==> config.mk <==
export PLATFORM = sky130hd
export DESIGN_NAME = lsu_mem_ctrl
export DESIGN_NICKNAME = d
export VERILOG_FILES = /design/src/rtl/lsu_pkg.sv /design/src/rtl/lsu_align.sv /design/src/rtl/lsu_mem_ctrl.sv
export SDC_FILE = /design/constraint.sdc
export NUM_CORES = 1
export LEC_CHECK = 0
export CAP_MARGIN = 5
export CORE_MARGIN = 2
export CORE_UTILIZATION = 50
export CTS_CLUSTER_DIAMETER = 50
export CTS_CLUSTER_SIZE = 25
export DETAILED_ROUTE_END_ITERATION = 6
export MAX_ROUTING_LAYER = met4
export PLACE_DENSITY = 0.83
export SYNTH_ARGS = -nofsm -noshare
export SYNTH_HDL_FRONTEND = slang
export SYNTH_SLANG_ARGS = --single-unit
==> constraint.sdc <==
create_clock -name i_clk -period 7.1 [get_ports i_clk]
set_clock_uncertainty 0.2 [all_clocks]
set_input_delay 1.42 -clock i_clk [delete_from_list [all_inputs] [get_ports i_clk]]
set_output_delay 1.42 -clock i_clk [all_outputs]
set_load 0.05 [all_outputs]
==> src/rtl/lsu_pkg.sv <==
// Shared definitions for the MEM-stage load/store unit.
// Holds the funct3 encodings, the controller state constants and the small
// helpers used to classify and size an access.
package lsu_pkg;

    // funct3 encodings of the supported loads/stores
    localparam logic [2:0] LSU_B  = 3'b000;
    localparam logic [2:0] LSU_H  = 3'b001;
    localparam logic [2:0] LSU_W  = 3'b010;
    localparam logic [2:0] LSU_BU = 3'b100;
    localparam logic [2:0] LSU_HU = 3'b101;

    // Controller states
    localparam logic [1:0] IDLE = 2'd0;
    localparam logic [1:0] REQ1 = 2'd1;
    localparam logic [1:0] REQ2 = 2'd2;
    localparam logic [1:0] DONE = 2'd3;

    function automatic logic f3_legal(input logic [2:0] f3);
        return (f3 == LSU_B) || (f3 == LSU_H) || (f3 == LSU_W) ||
               (f3 == LSU_BU) || (f3 == LSU_HU);
    endfunction

    // Byte-enable pattern for an access at byte offset 0
    function automatic logic [3:0] size_mask(input logic [2:0] f3);
        case (f3[1:0])
            2'b00:   return 4'b0001;
            2'b01:   return 4'b0011;
            default: return 4'b1111;
        endcase
    endfunction

endpackage

==> src/rtl/lsu_align.sv <==
// Combinational lane alignment for the load/store unit.
// Ports:
//   off, funct3      byte offset and access type of the current access
//   st_data          right-justified store data
//   be_cur, rdata    byte enables of the transaction being acked and its read data
//   ld_buf           bytes captured from an earlier transaction of the same load
//   wdata            store data rotated into byte lanes (both transactions use it)
//   be_lo, be_hi     byte enables of the first and second word
//   merged           ld_buf with the lanes of the current transaction replaced
//   ld_ext           merged word shifted down and sign/zero extended
module lsu_align
    import lsu_pkg::*;
(
    input  logic [1:0]  off,
    input  logic [2:0]  funct3,
    input  logic [31:0] st_data,
    input  logic [3:0]  be_cur,
    input  logic [31:0] rdata,
    input  logic [31:0] ld_buf,
    output logic [31:0] wdata,
    output logic [3:0]  be_lo,
    output logic [3:0]  be_hi,
    output logic [31:0] merged,
    output logic [31:0] ld_ext
);

    logic [7:0]  be_wide;
    logic [5:0]  sh;
    logic [31:0] ld_rot;

    // Enables that spill past lane 3 belong to the following word.
    assign be_wide = {4'b0000, size_mask(funct3)} << off;
    assign be_lo   = be_wide[3:0];
    assign be_hi   = be_wide[7:4];

    // Rotation puts the spilled bytes in the low lanes, so the second word
    // reuses the same data with be_hi.
    assign sh    = {1'b0, off, 3'b000};
    assign wdata = (st_data << sh) | (st_data >> (6'd32 - sh));

    always_comb begin
        merged = ld_buf;
        for (int i = 0; i < 4; i++) begin
            if (be_cur[i]) begin
                merged[8*i +: 8] = rdata[8*i +: 8];
            end
        end
    end

    assign ld_rot = (merged >> sh) | (merged << (6'd32 - sh));

    always_comb begin
        case (funct3)
            LSU_B:   ld_ext = {{24{ld_rot[7]}}, ld_rot[7:0]};
            LSU_H:   ld_ext = {{16{ld_rot[15]}}, ld_rot[15:0]};
            LSU_BU:  ld_ext = {24'd0, ld_rot[7:0]};
            LSU_HU:  ld_ext = {16'd0, ld_rot[15:0]};
            default: ld_ext = ld_rot;
        endcase
    end

endmodule

==> src/rtl/lsu_mem_ctrl.sv <==
// MEM-stage load/store controller.
// Turns each load/store from the EX/MEM register into one or two word-aligned
// req/ack bus transactions, assembles load data for MEM/WB and stalls the
// upstream pipeline while the access is in flight.
// Ports:
//   i_clk, i_reset            clock, asynchronous active-low reset
//   inst_vld_mem, mem_wren_mem, lsu_op_mem, alu_data_mem, rs2_data_mem
//                             instruction in MEM: valid, store flag, op, address, store data
//   o_stall_mem               hold EX/MEM and earlier stages
//   o_ld_data_mem, o_ld_vld_mem  extended load result and its one-cycle valid
//   o_bus_req/we/addr/be/wdata   registered bus request, held until acked
//   i_bus_ack, i_bus_rdata    transaction completion and read data
//   o_bus_err                 one-cycle pulse when a transaction times out
module lsu_mem_ctrl
    import lsu_pkg::*;
#(
    parameter int ADDR_W      = 32,
    parameter int ACK_TIMEOUT = 255
) (
    input  logic              i_clk,
    input  logic              i_reset,
    input  logic              inst_vld_mem,
    input  logic              mem_wren_mem,
    input  logic [3:0]        lsu_op_mem,
    input  logic [ADDR_W-1:0] alu_data_mem,
    input  logic [31:0]       rs2_data_mem,
    output logic              o_stall_mem,
    output logic [31:0]       o_ld_data_mem,
    output logic              o_ld_vld_mem,
    output logic              o_bus_req,
    output logic              o_bus_we,
    output logic [ADDR_W-1:0] o_bus_addr,
    output logic [3:0]        o_bus_be,
    output logic [31:0]       o_bus_wdata,
    input  logic              i_bus_ack,
    input  logic [31:0]       i_bus_rdata,
    output logic              o_bus_err
);

    localparam int               CNT_W    = $clog2(ACK_TIMEOUT + 1);
    localparam logic [CNT_W-1:0] CNT_LAST = CNT_W'(ACK_TIMEOUT - 1);

    logic [1:0]       state;
    logic [1:0]       off_q;
    logic [2:0]       f3_q;
    logic [3:0]       be_hi_q;
    logic [31:0]      ld_buf;
    logic [CNT_W-1:0] cnt;

    logic        start;
    logic        in_req;
    logic        ack_ok;
    logic [1:0]  off_sel;
    logic [2:0]  f3_sel;
    logic [31:0] wdata_rot;
    logic [31:0] merged;
    logic [31:0] ld_ext;
    logic [3:0]  be_lo;
    logic [3:0]  be_hi;

    assign start  = inst_vld_mem & lsu_op_mem[3] & f3_legal(lsu_op_mem[2:0]) & (state == IDLE);
    assign in_req = (state == REQ1) | (state == REQ2);
    // Gated by reset so a held instruction cannot stall the pipe during reset.
    assign o_stall_mem = i_reset & (start | in_req);
    assign ack_ok      = i_bus_ack & o_bus_req;

    // In IDLE the aligner works on the live inputs to build the first request;
    // afterwards it works on the latched access for load assembly.
    assign off_sel = (state == IDLE) ? alu_data_mem[1:0] : off_q;
    assign f3_sel  = (state == IDLE) ? lsu_op_mem[2:0] : f3_q;

    lsu_align u_align (
        .off     (off_sel),
        .funct3  (f3_sel),
        .st_data (rs2_data_mem),
        .be_cur  (o_bus_be),
        .rdata   (i_bus_rdata),
        .ld_buf  (ld_buf),
        .wdata   (wdata_rot),
        .be_lo   (be_lo),
        .be_hi   (be_hi),
        .merged  (merged),
        .ld_ext  (ld_ext)
    );

    always_ff @(posedge i_clk or negedge i_reset) begin
        if (!i_reset) begin
            state         <= IDLE;
            off_q         <= '0;
            f3_q          <= '0;
            be_hi_q       <= '0;
            ld_buf        <= '0;
            cnt           <= '0;
            o_bus_req     <= 1'b0;
            o_bus_we      <= 1'b0;
            o_bus_addr    <= '0;
            o_bus_be      <= '0;
            o_bus_wdata   <= '0;
            o_ld_data_mem <= '0;
            o_ld_vld_mem  <= 1'b0;
            o_bus_err     <= 1'b0;
        end else begin
            o_ld_vld_mem <= 1'b0;
            o_bus_err    <= 1'b0;
            case (state)
                IDLE: begin
                    if (start) begin
                        state       <= REQ1;
                        off_q       <= alu_data_mem[1:0];
                        f3_q        <= lsu_op_mem[2:0];
                        be_hi_q     <= be_hi;
                        ld_buf      <= '0;
                        cnt         <= '0;
                        o_bus_req   <= 1'b1;
                        o_bus_we    <= mem_wren_mem;
                        o_bus_addr  <= {alu_data_mem[ADDR_W-1:2], 2'b00};
                        o_bus_be    <= be_lo;
                        o_bus_wdata <= wdata_rot;
                    end
                end
                REQ1, REQ2: begin
                    if (ack_ok) begin
                        ld_buf <= merged;
                        if ((state == REQ1) && (be_hi_q != 4'b0000)) begin
                            // Second word wraps naturally at the top of memory.
                            state      <= REQ2;
                            cnt        <= '0;
                            o_bus_addr <= o_bus_addr + ADDR_W'(4);
                            o_bus_be   <= be_hi_q;
                        end else begin
                            state     <= DONE;
                            o_bus_req <= 1'b0;
                            o_bus_we  <= 1'b0;
                            if (!o_bus_we) begin
                                o_ld_vld_mem  <= 1'b1;
                                o_ld_data_mem <= ld_ext;
                            end
                        end
                    end else if (cnt == CNT_LAST) begin
                        state         <= DONE;
                        o_bus_req     <= 1'b0;
                        o_bus_we      <= 1'b0;
                        o_bus_err     <= 1'b1;
                        o_ld_data_mem <= '0;
                    end else begin
                        cnt <= cnt + CNT_W'(1);
                    end
                end
                default: begin
                    state <= IDLE;
                end
            endcase
        end
    end

endmodule

==> flow_summary.ini, run 1 <==
[worst_setup_path]
cp_data_required_time_ps = 5480
path_buf_inv = 2
arrival_ps = 3450
cp-start-kind = input port
cp_slowest_cell = clkdlybuf4s50_1
worst-setup-path-type = input port to output port
rr_worst_depth = 8
path_cells = clkdlybuf4s50_1, o21ai_0, and3_1, and2_1, o21a_1, clkdlybuf4s50_1
r2r_setup_slack_ps = 3670
timing.rr.end = o_ld_data_mem[26]
crit_top_cell = clkdlybuf4s50_1
r2r-start = state[0]
cp_max_fo = 5
path_depth = 6
endpoint_kind = output port
worstSetupStartpoint = lsu_op_mem[0]
cp_top_family = buffers and inverters
slowest_delay_ps = 860

[synthesis]
synthCells = 986
synth_area_sq_mm = 0.00917
async_reset_ff_share_pct = 100
ys_seq_area_share_pct = 41.5
synth_flop_cell = dfrtp_1
synth.distinct_cells = 57
synth_edf_count = 0
ys_warn_count = 0
synth_seq_cells = 152
syn_avg_cell_area_sq_um = 9.30

[worst_hold_path]
min-delay-start = o_bus_wdata[2]
worstHoldPathCells = 2
worstHoldEndpoint = o_bus_wdata[2]
hp-class = flip-flop to flip-flop

[power_and_ir_drop]
p_int_mw = 3.32
p_per_area_mw_per_mm2 = 562
swShare_pct = 50.3
finalPower_mw = 6.67
p_leak_nw = 5.15
peakVddDrop_mv = 0.343
p_comb_share_pct = 63.6
p_clk_share_pct = 13.4
p_seq_share_pct = 22.9
p_sw_mw = 3.36

[global_route]
grt_overflow = 0
grt_pass1_vias = 7867
grt_pass1_wl_microns = 42600
grt_max_degree = 85
antenna_found_initial = 0
grt_usage_pct = 28.3

[job]
cap_violations = 0

[timing]
final.setup.tns_ps = 0
post-route-min-period_ps = 5070
rsz0062_at_grt = false
tightest_slew_ps = 1200
slew_headroom_pct = 19.6
max_freq_mhz = 197
fin_crit_sh_pct = 71.5
hold_viol_final = 0
setup_viol_count_final = 0
drv_slew = 0

[clocking]
numCtsBuffers = 17
cts_tree = done
post_cts_buffers = 0
cts_hold_buffers = 0
ctsLongestPathBuffers = 2
h-tree-depth = 4
clk_latency_ps = 430
cts_resized = 0
clkTransAtPathRegs_ps = 60
clkSinkCount = 152
cts-root-buf = clkbuf_16

[die]
die_y_microns = 139
coreArea_sq_mm = 0.0180
start_util_pct = 51.0
die_w_microns = 139
num_rows = 49
io_pins = 210
dieArea_sq_mm = 0.0194

[layout]
antenna_cells = 0
drive_gt1_share_pct = 10.4
nNetsFinal = 1259
syn2layout_area_growth_pct = 29.5

[routing]
drc = 0
first_pass_iters = 5
vias = 8237
wire_per_inst_microns = 19.1
drtIter0Drc = 612
drtAntennaViolNets = 0
vias_per_cell = 5.93
wirelength_microns = 26500

[place]
dp_hpwl_microns = 18200
gp_congestion = 0.909
port_buffers = 207

[run_status]
outcome = finished clean
==> flip-flops by register name, summed over array words and instances, names as in the netlist <==
| name | flops |
|---|---|
| off_q | 2 |
| be_hi_q | 3 |
| f3_q | 3 |
| o_bus_wdata | 32 |
| o_bus_addr | 30 |
| o_bus_be | 4 |
| o_bus_err | 1 |
| o_bus_we | 1 |
| ld_buf | 32 |
| o_ld_vld_mem | 1 |
| o_bus_req | 1 |
| cnt | 8 |
| o_ld_data_mem | 32 |
| state | 2 |
==> placed cells by master, fill, tap and decap left out, types with 3 or more instances in the layout <==
| master | n |
|---|---|
| nor2_1 | 31 |
| nor3_1 | 8 |
| mux2_2 | 29 |
| o211ai_1 | 24 |
| and3_1 | 9 |
| or3_1 | 4 |
| buf_4 | 14 |
| nand3_1 | 22 |
| a21oi_1 | 34 |
| o21ai_0 | 41 |
| a22oi_1 | 16 |
| o31ai_2 | 4 |
| clkbuf_16 | 17 |
| a22o_1 | 23 |
| dfrtp_1 | 152 |
| inv_1 | 27 |
| ha_1 | 5 |
| nand4_1 | 17 |
| o22ai_1 | 27 |
| a31oi_1 | 12 |
| o21a_1 | 3 |
| o31ai_1 | 4 |
| clkdlybuf4s50_1 | 206 |
| and2_1 | 4 |
| a2bb2oi_1 | 15 |
| mux2i_1 | 54 |
| mux4_2 | 32 |
| nand2_1 | 258 |
| o22a_1 | 7 |
| a41oi_1 | 4 |
| clkinv_2 | 5 |
| nand2b_1 | 3 |
| xor2_1 | 6 |
==> worst max-delay path by stage <==
| stage | endpoint | slack, ps |
|---|---|---|
| floorplan | o_stall_mem | 2920 |
| global placement | o_stall_mem | 2030 |
| detailed placement | o_stall_mem | 2020 |
| CTS | o_stall_mem | 2010 |
| global route | o_stall_mem | 1960 |
| finish | o_stall_mem | 2030 |
==> power groups by stage <==
stage / Clock, mW / Sequential [mW] / Combinational, mW
after floorplan: 0 / 2.28 / 2.32
after global placement: 0 / 1.52 / 4.13
after detailed placement: 0 / 1.53 / 4.22
after CTS: 0.908 / 1.53 / 4.23
after global routing: 0.941 / 1.58 / 4.56
final: 0.898 / 1.53 / 4.25
==> synth_stat cells (all sizes together), types with 27 or more instances <==
library cell	number	area (sq um)
a21oi	34	170
buf	34	200
clkbuf	45	169
dfrtp	152	3800
inv	27	101
mux2	29	327
mux2i	56	568
mux4	32	721
nand2	259	972
nor2	31	116
o21ai	41	205
o22ai	27	169
==> per-stage QoR <==
stage / utilization [%] / setup WS [ps] / hold slack (ps) / cell area (sq um) / std cells
4_1_cts: 66.1 / 2010 / 269 / 11900 / 1390
3_3_place_gp: 62.9 / 2030 / 250 / 11300 / 1358
6_report: 66.1 / 2030 / 266 / 11900 / 1390
2_1_floorplan: - / 2920 / 245 / 9170 / 987
3_5_place_dp: 62.9 / 2020 / 256 / 11300 / 1358
5_1_grt: 66.1 / 1960 / 287 / 11900 / 1390
==> worst reg2reg max path, delay by kind of cell, from the launching register on <==
kind | cells | cell delay, ps
buffers and inverters | 2 | 760
multiplexers | 3 | 860
AND/OR/NAND/NOR | 1 | 140
flip-flops | 1 | 420
AO/OA/AOI/OAI | 1 | 600
adder cells (fa/ha/maj) | 1 | 300
==> area by class of cell <==
class	instances	area, sq um
tap	229	287
inverter	27	101
multi-input combinational	729	4930
clock buffer	20	447
sequential	152	3800
clock inverter	12	126
fill	1421	6090
timing repair buffer	221	2180
==> layer usage <==
| layer | track usage, % | vias to the layer above | share of wire, % |
|---|---|---|---|
| li1 | - | 3876 | - |
| met1 | 37.7 | 3951 | 42 |
| met2 | 43.4 | 373 | 47 |
| met3 | 6.47 | 37 | 8.9 |
| met4 | 8.77 | 0 | 2.2 |
| met5 | - | - | 0 |
==> kinds of logic after synthesis <==
logic type	after synthesis	synth area share [%]
simple gates	370	17.1
flops	152	41.5
mux	117	17.6
xor+xnor	7	0.669
fa+ha+maj	6	0.819
other cells	1	0.0409
buf+inv	106	5.13
compound gates	227	17.2
Note: power is estimated with default switching activity, not from simulation.
==> run 2: changes to the inputs <==
--- a/config.mk
+++ b/config.mk
@@ -7,12 +7,12 @@
 export LEC_CHECK = 0
 export CAP_MARGIN = 5
 export CORE_MARGIN = 2
-export CORE_UTILIZATION = 50
+export CORE_UTILIZATION = 46
 export CTS_CLUSTER_DIAMETER = 50
 export CTS_CLUSTER_SIZE = 25
 export DETAILED_ROUTE_END_ITERATION = 6
 export MAX_ROUTING_LAYER = met4
-export PLACE_DENSITY = 0.83
+export PLACE_DENSITY = 0.8
 export SYNTH_ARGS = -nofsm -noshare
 export SYNTH_HDL_FRONTEND = slang
 export SYNTH_SLANG_ARGS = --single-unit
==> constraint.sdc (replaced) <==
create_clock -name i_clk -period 4.63 [get_ports i_clk]
set_clock_uncertainty 0.2 [all_clocks]
set_input_delay 0.926 -clock i_clk [delete_from_list [all_inputs] [get_ports i_clk]]
set_output_delay 0.926 -clock i_clk [all_outputs]
set_load 0.05 [all_outputs]
==> flow_summary.ini, run 2 (synthesis results as in run 1) <==
[run_status]
outcome = finished clean

[layout]
final_common_cell = nand2_1
nNetsFinal = 1264
antenna_cells = 0
syn2layout_area_growth_pct = 30.9
final_util_pct = 61.5
multi_input_area_sq_mm = 0.00493
final_cells = 1431
drive_gt1_share_pct = 10.8
num-fill-cells = 1647
reg.largest.list = ld_buf: 32 flops, o_bus_wdata: 32 flops, o_ld_data_mem: 32 flops
final_area_sq_mm = 0.0120
register_area_sq_mm = 0.00380
mostFrequentLayoutCells = nand2_1, clkdlybuf4s50_1, dfrtp_1

[routing]
first_pass_iters = 5
vias_per_cell = 5.77
wirelength_microns = 26300
drc = 0
drtAntennaViolNets = 0
vias = 8250
wire_per_inst_microns = 18.4
drtIter0Drc = 540

[worst_setup_path]
path_cells = clkdlybuf4s50_1, o211a_1, nor3_1, nand2_2, buf_4, a22o_1
cp_slowest_cell = nand2_2
arrival_ps = 3570
worst-setup-path-type = input port to flip-flop
endpoint_kind = flip-flop
cp_max_fo = 54
r2r_setup_slack_ps = 1460
cp-start-kind = input port
rr_worst_depth = 7
slowest_delay_ps = 690
r2r-start = state[0]
cp_data_required_time_ps = 4730
timing.rr.end = ld_buf[10]

[place]
port_buffers = 207
dp_cells = 1399
dp_slack_ps = 768
dp_hpwl_microns = 18700
gp_congestion = 0.902
placed_area_sq_mm = 0.0114

[global_route]
grt_usage_pct = 25.8
grt_pass1_vias = 7849
grt_pass1_wl_microns = 42400
antenna_found_initial = 0
grt_max_degree = 112
grt_overflow = 0

[timing]
slew_headroom_pct = 35.7
fin_crit_sh_pct = 75.0
drv_slew = 0
final.setup.tns_ps = 0
whs_ps = 217
max_freq_mhz = 288
worst_slack_ps = 1160
rsz0062_at_grt = false
tightest_slew_ps = 958
setup_viol_count_final = 0
hold_viol_final = 0
post-route-min-period_ps = 3470

[clocking]
clkSinkCount = 152
numCtsBuffers = 17
clkTransAtPathRegs_ps = 60
cts-root-buf = clkbuf_16
cts_tree = done
ctsLongestPathBuffers = 2
cts_hold_buffers = 0
post_cts_buffers = 0
h-tree-depth = 4
cts_resized = 0
clk_latency_ps = 420

[power_and_ir_drop]
p_per_area_mw_per_mm2 = 858
finalPower_mw = 10.3
p_leak_nw = 5.18
peakVddDrop_mv = 0.565

[die]
die_w_microns = 145
num_rows = 51
die_y_microns = 145
coreArea_sq_mm = 0.0195
dieArea_sq_mm = 0.0211
io_pins = 210
start_util_pct = 47.0

[job]
cap_violations = 0

[worst_hold_path]
hp-class = input port to asynchronous set/reset pin
## run 2: cell types whose count changed in the layout (fill, tap and decap cells not counted)
cell,before,now
buf_12,0,2
buf_4,14,18
bufinv_16,2,3
clkbuf_1,2,3
clkdlybuf4s50_1,206,205
clkinv_2,5,2
clkinv_4,2,1
clkinvlp_4,2,4
## run 2: final cells by class
cell class,count,share of cell area (%)
multi-input cells,729,41.1
flip-flops and latches,152,31.7
repair buffers,226,18.6
clock buffers,21,3.75
well taps,265,2.76
clock inverters,11,1.23
inverters,27,0.844
## run 2: worst max path at each step
stage	cells after the start	startpoint	slack, ps	to
floorplan	5	lsu_op_mem[0]	1440	o_stall_mem
global placement	6	lsu_op_mem[0]	810	ld_buf[10]
global route	6	lsu_op_mem[0]	990	ld_buf[10]
CTS	6	lsu_op_mem[1]	1170	o_stall_mem
finish	6	lsu_op_mem[0]	1160	ld_buf[10]
detailed placement	6	lsu_op_mem[0]	770	ld_buf[10]
## run 2: report_power, final
group / switching (mW) / leakage (nW) / internal [mW] / total [mW]
clock: 0.553 / 0.280 / 0.863 / 1.42
sequential: 0.483 / 1.92 / 1.86 / 2.35
combinational: 4.08 / 2.98 / 2.46 / 6.55
total: 5.12 / 5.18 / 5.19 / 10.3
## run 2: layer usage
layer	GRT usage (%)	routed length [microns]	share of wire, %
met1	34.9	11400	43
met2	39.1	12100	46
met3	5.91	2250	8.6
met5	-	0	0
met4	7.60	599	2.3
## run 2: worst max-delay path, delay by kind of cell
family                 cells  cell delay (ps)
buffers and inverters      2              890
AND/OR/NAND/NOR            2             1210
AO/OA/AOI/OAI              2              540
